`src/rtl/accel_poll_sequencer.sv`:
```
// ---------------------------------------------------------------------------
// accel_poll_sequencer
//
// Drives an I2C byte controller to configure an accelerometer and then poll
// its six data registers at a fixed rate. The FSM first writes DATA_FORMAT
// (0x31 <= 0x08) and POWER_CTL (0x2D <= 0x08). It then waits one poll period
// and reads 0x32..0x37, one byte per transaction. After the sixth byte it
// publishes the X/Y/Z samples together.
//
// Ports
//   clk, rst             clock, asynchronous active-high reset
//   ready                controller idle; a start is only issued while high
//   i2c_comms_finished   one-cycle done pulse from the controller
//   READ_DATA            read byte, valid with i2c_comms_finished
//   start_i2c_comms      one-cycle transaction request
//   DEV_ADDR             constant 7-bit device address
//   REG_ADDR/R_W/        operands for the current transaction, held from
//   WRITE_DATA           the start cycle through the finished cycle
//   accel_x/y/z          signed samples {DATAn1, DATAn0}
//   sample_valid         one-cycle pulse when a new x/y/z set is visible
//   error                sticky transaction timeout (cleared only by reset)
//   busy                 a transaction is outstanding
// ---------------------------------------------------------------------------
module accel_poll_sequencer #(
  parameter int         SYS_CLK_SPEED  = 50000000,
  parameter int         SAMPLE_RATE_HZ = 100,
  parameter logic [6:0] DEV_ADDRESS    = 7'h1D,
  parameter int         TIMEOUT_CYCLES = 1000000
) (
  input  logic        clk,
  input  logic        rst,
  input  logic        ready,
  input  logic        i2c_comms_finished,
  input  logic [7:0]  READ_DATA,
  output logic        start_i2c_comms,
  output logic [6:0]  DEV_ADDR,
  output logic [7:0]  REG_ADDR,
  output logic        R_W,
  output logic [7:0]  WRITE_DATA,
  output logic [15:0] accel_x,
  output logic [15:0] accel_y,
  output logic [15:0] accel_z,
  output logic        sample_valid,
  output logic        error,
  output logic        busy
);

  localparam int PERIOD = SYS_CLK_SPEED / SAMPLE_RATE_HZ;
  localparam int PW     = $clog2(PERIOD + 1);
  localparam int TW     = $clog2(TIMEOUT_CYCLES + 1);

  localparam logic [PW-1:0] POLL_RELOAD = PW'(PERIOD - 1);
  localparam logic [TW-1:0] TO_LAST     = TW'(TIMEOUT_CYCLES - 1);
  localparam logic [2:0]    CFG_LAST    = 3'd1;
  localparam logic [2:0]    RD_LAST     = 3'd5;

  typedef enum logic [2:0] {
    IDLE, CFG_ISSUE, CFG_WAIT, POLL_WAIT, RD_ISSUE, RD_WAIT, PUBLISH, ERROR
  } state_t;

  state_t          state_q, state_d;
  logic [2:0]      idx_q, idx_d;
  logic [PW-1:0]   poll_q, poll_d;
  logic [TW-1:0]   to_q, to_d;
  logic [7:0]      reg_addr_q, reg_addr_d;
  logic            r_w_q, r_w_d;
  logic [7:0]      wdata_q, wdata_d;
  logic [5:0][7:0] bytes_q;
  logic [15:0]     ax_q, ay_q, az_q;
  logic            sv_q;
  logic            cap_en;

  // Next state and operand selection
  always_comb begin
    state_d         = state_q;
    idx_d           = idx_q;
    poll_d          = poll_q;
    to_d            = to_q;
    reg_addr_d      = reg_addr_q;
    r_w_d           = r_w_q;
    wdata_d         = wdata_q;
    start_i2c_comms = 1'b0;
    cap_en          = 1'b0;

    case (state_q)
      IDLE: begin
        state_d = CFG_ISSUE;
        idx_d   = 3'd0;
      end

      CFG_ISSUE, RD_ISSUE: begin
        if (ready) begin
          start_i2c_comms = 1'b1;
          // Counts cycles elapsed since the start, so the value seen in
          // the k-th wait cycle is k.
          to_d    = TW'(1);
          state_d = (state_q == CFG_ISSUE) ? CFG_WAIT : RD_WAIT;
        end
      end

      CFG_WAIT: begin
        if (i2c_comms_finished) begin
          if (idx_q == CFG_LAST) begin
            state_d = POLL_WAIT;
            poll_d  = POLL_RELOAD;
          end else begin
            idx_d   = idx_q + 3'd1;
            state_d = CFG_ISSUE;
          end
        end else if (to_q == TO_LAST) begin
          state_d = ERROR;
        end else begin
          to_d = to_q + TW'(1);
        end
      end

      POLL_WAIT: begin
        // A finished pulse here is deliberately ignored.
        if (poll_q == '0) begin
          state_d = RD_ISSUE;
          idx_d   = 3'd0;
        end else begin
          poll_d = poll_q - PW'(1);
        end
      end

      RD_WAIT: begin
        if (i2c_comms_finished) begin
          cap_en = 1'b1;
          if (idx_q == RD_LAST) begin
            state_d = PUBLISH;
          end else begin
            idx_d   = idx_q + 3'd1;
            state_d = RD_ISSUE;
          end
        end else if (to_q == TO_LAST) begin
          state_d = ERROR;
        end else begin
          to_d = to_q + TW'(1);
        end
      end

      PUBLISH: begin
        state_d = POLL_WAIT;
        poll_d  = POLL_RELOAD;
      end

      ERROR: state_d = ERROR;

      default: state_d = IDLE;
    endcase

    // Operands are loaded on the way into an issue state. They then stay
    // untouched through the whole wait, which keeps them stable until finished.
    if (state_d == CFG_ISSUE) begin
      reg_addr_d = (idx_d == 3'd0) ? 8'h31 : 8'h2D;
      r_w_d      = 1'b0;
      wdata_d    = 8'h08;
    end else if (state_d == RD_ISSUE) begin
      reg_addr_d = 8'h32 + {5'b0, idx_d};
      r_w_d      = 1'b1;
      wdata_d    = 8'h00;
    end
  end

  always_ff @(posedge clk or posedge rst) begin
    if (rst) begin
      state_q    <= IDLE;
      idx_q      <= '0;
      poll_q     <= '0;
      to_q       <= '0;
      reg_addr_q <= '0;
      r_w_q      <= 1'b0;
      wdata_q    <= '0;
    end else begin
      state_q    <= state_d;
      idx_q      <= idx_d;
      poll_q     <= poll_d;
      to_q       <= to_d;
      reg_addr_q <= reg_addr_d;
      r_w_q      <= r_w_d;
      wdata_q    <= wdata_d;
    end
  end

  // Byte capture and publish. The sample registers are written only in
  // PUBLISH, so a partial read set never becomes visible.
  always_ff @(posedge clk or posedge rst) begin
    if (rst) begin
      bytes_q <= '0;
      ax_q    <= '0;
      ay_q    <= '0;
      az_q    <= '0;
      sv_q    <= 1'b0;
    end else begin
      for (int i = 0; i < 6; i++) begin
        if (cap_en && idx_q == 3'(i)) bytes_q[i] <= READ_DATA;
      end
      sv_q <= (state_q == PUBLISH);
      if (state_q == PUBLISH) begin
        ax_q <= {bytes_q[1], bytes_q[0]};
        ay_q <= {bytes_q[3], bytes_q[2]};
        az_q <= {bytes_q[5], bytes_q[4]};
      end
    end
  end

  assign DEV_ADDR     = DEV_ADDRESS;
  assign REG_ADDR     = reg_addr_q;
  assign R_W          = r_w_q;
  assign WRITE_DATA   = wdata_q;
  assign accel_x      = ax_q;
  assign accel_y      = ay_q;
  assign accel_z      = az_q;
  assign sample_valid = sv_q;
  assign error        = (state_q == ERROR);
  assign busy         = start_i2c_comms || (state_q == CFG_WAIT) || (state_q == RD_WAIT);

endmodule

```
`config.mk`:
```
export PLATFORM = sky130hd
export DESIGN_NAME = accel_poll_sequencer
export DESIGN_NICKNAME = d
export VERILOG_FILES = /design/src/rtl/accel_poll_sequencer.sv
export SDC_FILE = /design/constraint.sdc
export NUM_CORES = 1
export LEC_CHECK = 0
export ABC_AREA = 1
export CORE_MARGIN = 3
export CORE_UTILIZATION = 50
export CTS_CLUSTER_SIZE = 24
export DETAILED_ROUTE_END_ITERATION = 7
export GPL_TIMING_DRIVEN = 0
export PLACE_DENSITY = 0.84
export REMOVE_ABC_BUFFERS = 1
export SYNTH_ARGS = -nofsm -noshare
export SYNTH_HDL_FRONTEND = slang
export SYNTH_SLANG_ARGS = --single-unit
```
`constraint.sdc`:
```
create_clock -name clk -period 4.8 [get_ports clk]
set_input_delay 0.72 -clock clk [delete_from_list [all_inputs] [get_ports clk]]
set_output_delay 0.72 -clock clk [all_outputs]
set_load 0.1 [all_outputs]
```
==> results of run 1 <==
-- kinds of logic (layout without fill, tap and decap cells) --
kind of cell	Yosys count	count (layout)	share of synthesized area (%)
and+or+nand+nor	441	441	27.2
DFF	150	150	55.0
AOI/OAI and AO/OA	106	106	8.17
buffers and inverters	103	172	6.82
xor gates and xnor gates	10	10	1.28
adders and majority gates	8	8	1.47
other	2	16	0.110
-- routing by layer --
metal  GRT usage [%]  vias to the layer above
li1                -                     2711
met2            33.5                      173
met4            6.09                        0
met1            25.3                     2563
met5               0                        -
met3            4.79                       23
-- where the power goes --
part           internal [µW]  total, µW  leakage (µW)  switching, µW
combinational           12.3        101       0.00183           89.2
sequential              1260       1270       0.00203          0.476
clock                    775       1320      0.000275            543
total                   2050       2680       0.00414            632
-- flip-flops by register name, summed over array words and instances, names as in the netlist --
| signal | cells |
|---|---|
| accel_z | 16 |
| accel_y | 16 |
| idx_q | 3 |
| state_q | 3 |
| R_W | 1 |
| bytes_q | 48 |
| accel_x | 16 |
| sample_valid | 1 |
| to_q | 20 |
| WRITE_DATA | 1 |
| poll_q | 19 |
| REG_ADDR | 6 |
-- cells in the mapped netlist (2+ instances only) --
master / instances
inv_1: 56
nor2_2: 9
nand3b_1: 3
nand3_2: 2
o21a_1: 3
nor3_1: 11
buf_2: 3
a31oi_1: 2
buf_4: 16
a21oi_1: 22
nand2_4: 2
xor2_1: 9
buf_6: 2
o31ai_1: 3
nand3_4: 2
conb_1: 2
nor2_1: 66
a21oi_2: 2
nand2_1: 296
o21ai_0: 64
nand2_2: 8
dfrtp_1: 150
nand3_1: 32
clkbuf_1: 14
o21ai_1: 9
inv_2: 10
ha_1: 8
nand4_1: 7
-- stage by stage --
stage | setup slack (ns) | cells | hold slack, ns | utilization (%) | instance area (µm²)
6_report | 1.24 | 1079 | 0.469 | 62.1 | 8260
5_1_grt | 1.13 | 1079 | 0.484 | 62.1 | 8260
4_1_cts | 1.23 | 1079 | 0.474 | 62.1 | 8260
3_5_place_dp | 1.23 | 1047 | 0.459 | 57.7 | 7670
3_3_place_gp | -1.85 | 1045 | 0.452 | 57.2 | 7600
2_1_floorplan | 0.0436 | 798 | 0.450 | - | 6670
-- layout make-up --
class / count / area [µm²] / share of cell area, %
Tap cell: 176 / 220 / 2.67
Multi-Input combinational cell: 581 / 2670 / 32.3
Clock buffer: 17 / 425 / 5.15
Timing Repair Buffer: 73 / 766 / 9.27
Sequential cell: 150 / 3750 / 45.5
Clock inverter: 15 / 166 / 2.02
Inverter: 67 / 256 / 3.11
-- worst max path at each step --
stage / start / end / slack, ns
global placement: rst / bytes_q[42]$_DFFE_PP0P_ / -1.85
detailed placement: ready / start_i2c_comms / 1.23
floorplan: rst / REG_ADDR[0]$_DFFE_PP0P_ / 0.04
CTS: ready / start_i2c_comms / 1.23
global route: state_q[1]$_DFF_PP0_ / start_i2c_comms / 1.13
finish: ready / start_i2c_comms / 1.24
-- critical path: stages --
cell and delay [ns]:
clkdlybuf4s50_1 0.54, nand2_2 0.17, clkinv_1 0.21, clkdlybuf4s50_1 1.19
-- placed cells by master, fill, tap and decap left out, types with 11 or more instances in the layout --
cell | synthesis | routed
clkdlybuf4s50_1 | 0 | 71
inv_1 | 56 | 54
a21oi_1 | 22 | 22
o21ai_0 | 64 | 64
nand2_1 | 296 | 296
nor3_1 | 11 | 11
conb_1 | 2 | 16
nand3_1 | 32 | 32
inv_2 | 10 | 11
clkbuf_16 | 0 | 17
nor2_1 | 66 | 65
dfrtp_1 | 150 | 150
==> flow_metrics.py, run 1 <==
metrics = {
    "status": {
        "status": "complete, no violations",
    },
    "flow_run": {
        "maxCapViolCount": 0,
    },
    "global_route": {
        "grt_usage_pct": 19.8,
        "antenna_found_initial": 0,
        "grt_pass1_vias": 5303,
        "grt_first_pass_wirelength_um": 24000,
        "grt_max_degree": 95,
        "grt-ovfl-total": 0,
    },
    "clock_tree": {
        "hold_buffers": 0,
        "tritoncts": "done",
        "post-cts-setup-buffers": 0,
        "h-tree-depth": 4,
        "cts_resized": 0,
        "path_clk_slew_ns": 0.06,
        "cts_buffers": 17,
        "cts-root-buf": "clkbuf_16",
        "clock_latency_ns": 0.41,
        "clk_path_buf_depth": 2,
        "clock_sinks": 150,
    },
    "sta": {
        "finalCriticalPeriod_ns": 3.56,
        "tns_ns": 0,
        "rsz0062_at_grt": "false",
        "fmax_ghz": 0.281,
        "fin_worst_skew_ns": 0.00795,
        "setup_viol": 0,
        "fin_crit_sh_pct": 74.1,
        "drv_slew": 0,
        "finalHoldViolCount": 0,
        "slew_headroom_pct": 32.4,
        "worstMarginPinSlew_ns": 1.01,
    },
    "route": {
        "drt_iter0_drc": 517,
        "met1Wirelength_um": 6170,
        "routed_wl_um": 14100,
        "vias": 5470,
        "top_layer": "met4",
        "wl_met2_um": 6950,
        "wl_met3_um": 804,
        "final_antenna_net_count": 0,
        "detail_route.wl_per_cell_um": 13.1,
        "vias_per_cell": 5.07,
        "drc_errors": 0,
        "dr.pass1.iters": 5,
    },
    "logic_synthesis": {
        "yosysTopAreaCell": "dfrtp_1",
        "synth_async_sr_flop_share_pct": 100,
        "synth_top_area_share_pct": 55.0,
        "synth_area_leaders": "dfrtp_1 (55%), nand2_1 (16%), o21ai_0 (4.7%), nor2_1 (3.6%), inv_1 (3.1%)",
        "avgSynthCellArea_um2": 8.33,
        "synth_edf_count": 0,
        "yosysUniqueCellTypes": 35,
        "yosysWarnings": 0,
        "synth_ff_type": "dfrtp_1",
        "synth_area_um2": 6830,
        "ys_ff_latch": 150,
        "yosysSeqAreaShare_pct": 55.0,
        "synth_cells": 820,
    },
    "critical_path": {
        "start_kind": "input pin",
        "crit_fanout": 9,
        "endpoint_kind": "output port",
        "timing.rr.start": "poll_q[0]$_DFFE_PP0P_",
        "rrSetupSlack_ns": 2.50,
        "path_class": "input pin to output port",
        "cp.arrival_ns": 2.84,
        "r2r_cells": 14,
        "r2r-end": "REG_ADDR[2]$_DFFE_PP0P_",
        "crit_required_ns": 4.08,
    },
    "power_and_ir_drop": {
        "p_per_area_nw_per_um2": 325,
        "p_leak_uw": 0.00414,
        "ir_drop_mv": 0.209,
        "finalPower_uw": 2680,
    },
    "die": {
        "start_util_pct": 51.4,
        "dieWidth_um": 123,
        "core_area_um2": 13300,
        "rows": 42,
        "num_io_pins": 88,
        "fp.dieH_um": 123,
        "die-area_um2": 15100,
    },
    "placed_design": {
        "port_buffers": 71,
        "gp_congestion": 0.888,
        "dp_hpwl_um": 9450,
    },
    "final_layout": {
        "final_layout_size_suffix_gt1_share_pct": 8.19,
        "final_nets": 910,
        "diodes": 0,
        "fill_cells": 1103,
        "area_delta_synth_final_pct": 20.9,
    },
    "hold_path": {
        "min_from": "accel_z[12]$_DFFE_PP0P_",
        "hold_path_end": "accel_z[12]$_DFFE_PP0P_",
        "hold_depth": 2,
        "hold_class": "flip-flop to flip-flop",
    },
}
No activity file was read; power rests on OpenSTA's default activity.
==> run 2, diff against run 1 <==
--- a/config.mk
+++ b/config.mk
@@ -7,11 +7,11 @@
 export LEC_CHECK = 0
 export ABC_AREA = 1
 export CORE_MARGIN = 3
-export CORE_UTILIZATION = 50
+export CORE_UTILIZATION = 55
 export CTS_CLUSTER_SIZE = 24
 export DETAILED_ROUTE_END_ITERATION = 7
 export GPL_TIMING_DRIVEN = 0
-export PLACE_DENSITY = 0.84
+export PLACE_DENSITY = 0.87
 export REMOVE_ABC_BUFFERS = 1
 export SYNTH_ARGS = -nofsm -noshare
 export SYNTH_HDL_FRONTEND = slang
==> constraint.sdc (replaced) <==
create_clock -name clk -period 3.5 [get_ports clk]
set_input_delay 0.525 -clock clk [delete_from_list [all_inputs] [get_ports clk]]
set_output_delay 0.525 -clock clk [all_outputs]
set_load 0.1 [all_outputs]
==> flow_metrics.py, run 2 (synthesis results as in run 1) <==
metrics = {
    "status": {
        "status": "complete, no violations",
    },
    "clock_tree": {
        "path_clk_slew_ns": 0.06,
        "post-cts-setup-buffers": 0,
        "clock_sinks": 150,
        "cts-root-buf": "clkbuf_16",
        "cts_buffers": 17,
        "hold_buffers": 0,
        "clock_latency_ns": 0.42,
        "cts_resized": 0,
        "tritoncts": "done",
        "clk_path_buf_depth": 2,
        "h-tree-depth": 4,
    },
    "hold_path": {
        "hold_class": "flip-flop to flip-flop",
        "hold_depth": 1,
    },
    "route": {
        "detail_route.wl_per_cell_um": 13.5,
        "dr.pass1.iters": 7,
        "vias_per_cell": 5.16,
        "final_antenna_net_count": 0,
        "drc_errors": 0,
        "routed_wl_um": 14500,
        "vias": 5517,
        "drt_iter0_drc": 513,
    },
    "sta": {
        "slew_headroom_pct": 34.0,
        "fmax_ghz": 0.301,
        "rsz0062_at_grt": "false",
        "fin_crit_sh_pct": 94.8,
        "finalCriticalPeriod_ns": 3.32,
        "fin_worst_skew_ns": 0.00664,
        "finalHoldViolCount": 0,
        "drv_slew": 0,
        "holdWs_ns": 0.461,
        "worst_slack_ns": 0.183,
        "worstMarginPinSlew_ns": 0.986,
        "setup_viol": 0,
    },
    "global_route": {
        "met2_usage_pct": 36.6,
        "grt_usage_pct": 21.8,
        "grt_first_pass_wirelength_um": 24600,
        "grt_pass1_vias": 5155,
        "busiest_layer": "met2",
        "antenna_found_initial": 0,
        "grt_max_degree": 97,
        "use_met1_pct": 27.9,
        "met3_usage_pct": 4.77,
        "grt-ovfl-total": 0,
    },
    "critical_path": {
        "path_class": "flip-flop to output port",
        "cp.arrival_ns": 2.79,
        "crit_fanout": 9,
        "start_kind": "flip-flop",
        "r2r_cells": 14,
        "endpoint_kind": "output port",
        "crit_required_ns": 2.97,
    },
    "power_and_ir_drop": {
        "intPower_uw": 2870,
        "p_per_area_nw_per_um2": 446,
        "switching_share_pct": 21.8,
        "p_leak_uw": 0.00414,
        "power_frac_clock_pct": 48.9,
        "p_sw_uw": 802,
        "combPwrFrac_pct": 3.9,
        "ir_drop_mv": 0.266,
        "power_frac_seq_pct": 47.2,
    },
    "final_layout": {
        "reg_top3": "bytes_q x48, to_q x20, poll_q x19",
        "area_delta_synth_final_pct": 20.7,
        "layout.cells.non_filler": 1069,
        "final_layout_size_suffix_gt1_share_pct": 7.66,
        "layout_common_cells": "nand2_1 (296), dfrtp_1 (150), clkdlybuf4s50_1 (71)",
        "regMostFlops": "bytes_q",
        "final_common_cell": "nand2_1",
        "fin_area_um2": 8240,
        "largest_register_ffs": 48,
        "diodes": 0,
        "final_nets": 910,
    },
    "flow_run": {
        "maxCapViolCount": 0,
    },
    "die": {
        "rows": 40,
        "start_util_pct": 56.6,
        "num_io_pins": 88,
        "die-area_um2": 13800,
        "dieWidth_um": 117,
        "fp.dieH_um": 117,
        "core_area_um2": 12100,
    },
    "placed_design": {
        "place_area_um2": 7660,
        "dp_cells": 1039,
        "port_buffers": 71,
        "place_ws_ns": 0.301,
        "dp_hpwl_um": 9580,
        "gp_congestion": 0.919,
    },
}
-- run 2: power groups by stage --
stage	sequential [µW]	combinational (µW)	clock [µW]
after floorplan	1770	109	0
after global placement	1770	138	0
after detailed placement	1770	143	0
after CTS	1740	144	1820
after global routing	1740	152	1890
final	1740	142	1800
-- run 2: cell type report --
type / instances / area [µm²]
inverter: 67 / 256
multi-input combinational: 581 / 2670
sequential: 150 / 3750
clock inverter: 6 / 92.6
clock buffer: 24 / 492
timing repair buffer: 73 / 766
fill: 870 / 3820
tap: 168 / 210
-- run 2: routing by layer --
metal,share of wire (%),wire [µm],vias to the layer above
met5,0,0,-
met4,2.4,344,0
met3,4.8,688,29
met2,50,7220,175
met1,43,6210,2611
li1,-,-,2702
-- run 2: worst paths after layout --
path	from	end	slack, ns
worst max-delay path	state_q[1]$_DFF_PP0_	start_i2c_comms	0.18
worst min-delay path	REG_ADDR[5]$_DFFE_PP0P_	REG_ADDR[5]$_DFFE_PP0P_	0.46
worst max register to register	poll_q[0]$_DFFE_PP0P_	REG_ADDR[2]$_DFFE_PP0P_	1.15
worst min register to register	REG_ADDR[5]$_DFFE_PP0P_	REG_ADDR[5]$_DFFE_PP0P_	0.46
max in group asynchronous	rst	accel_z[6]$_DFFE_PP0P_	2.17
min in group asynchronous	rst	accel_z[10]$_DFFE_PP0P_	0.53
-- run 2: worst max-delay path: stages (launching register included) --
cell,delay (ns)
dfrtp_1,0.48
inv_2,0.14
nand3_1,0.08
nand2_1,0.11
nand2_2,0.15
clkinv_1,0.22
clkdlybuf4s50_1,1.18
-- run 2: through the flow --
stage | util (%) | total power (µW) | TNS [ns]
floorplan | - | 1880 | -160.18
global placement | 62.9 | 1910 | -522.55
detailed placement | 63.5 | 1910 | 0
CTS | 68.3 | 3700 | 0
global route | 68.3 | 3780 | 0
finish | 68.3 | 3680 | 0
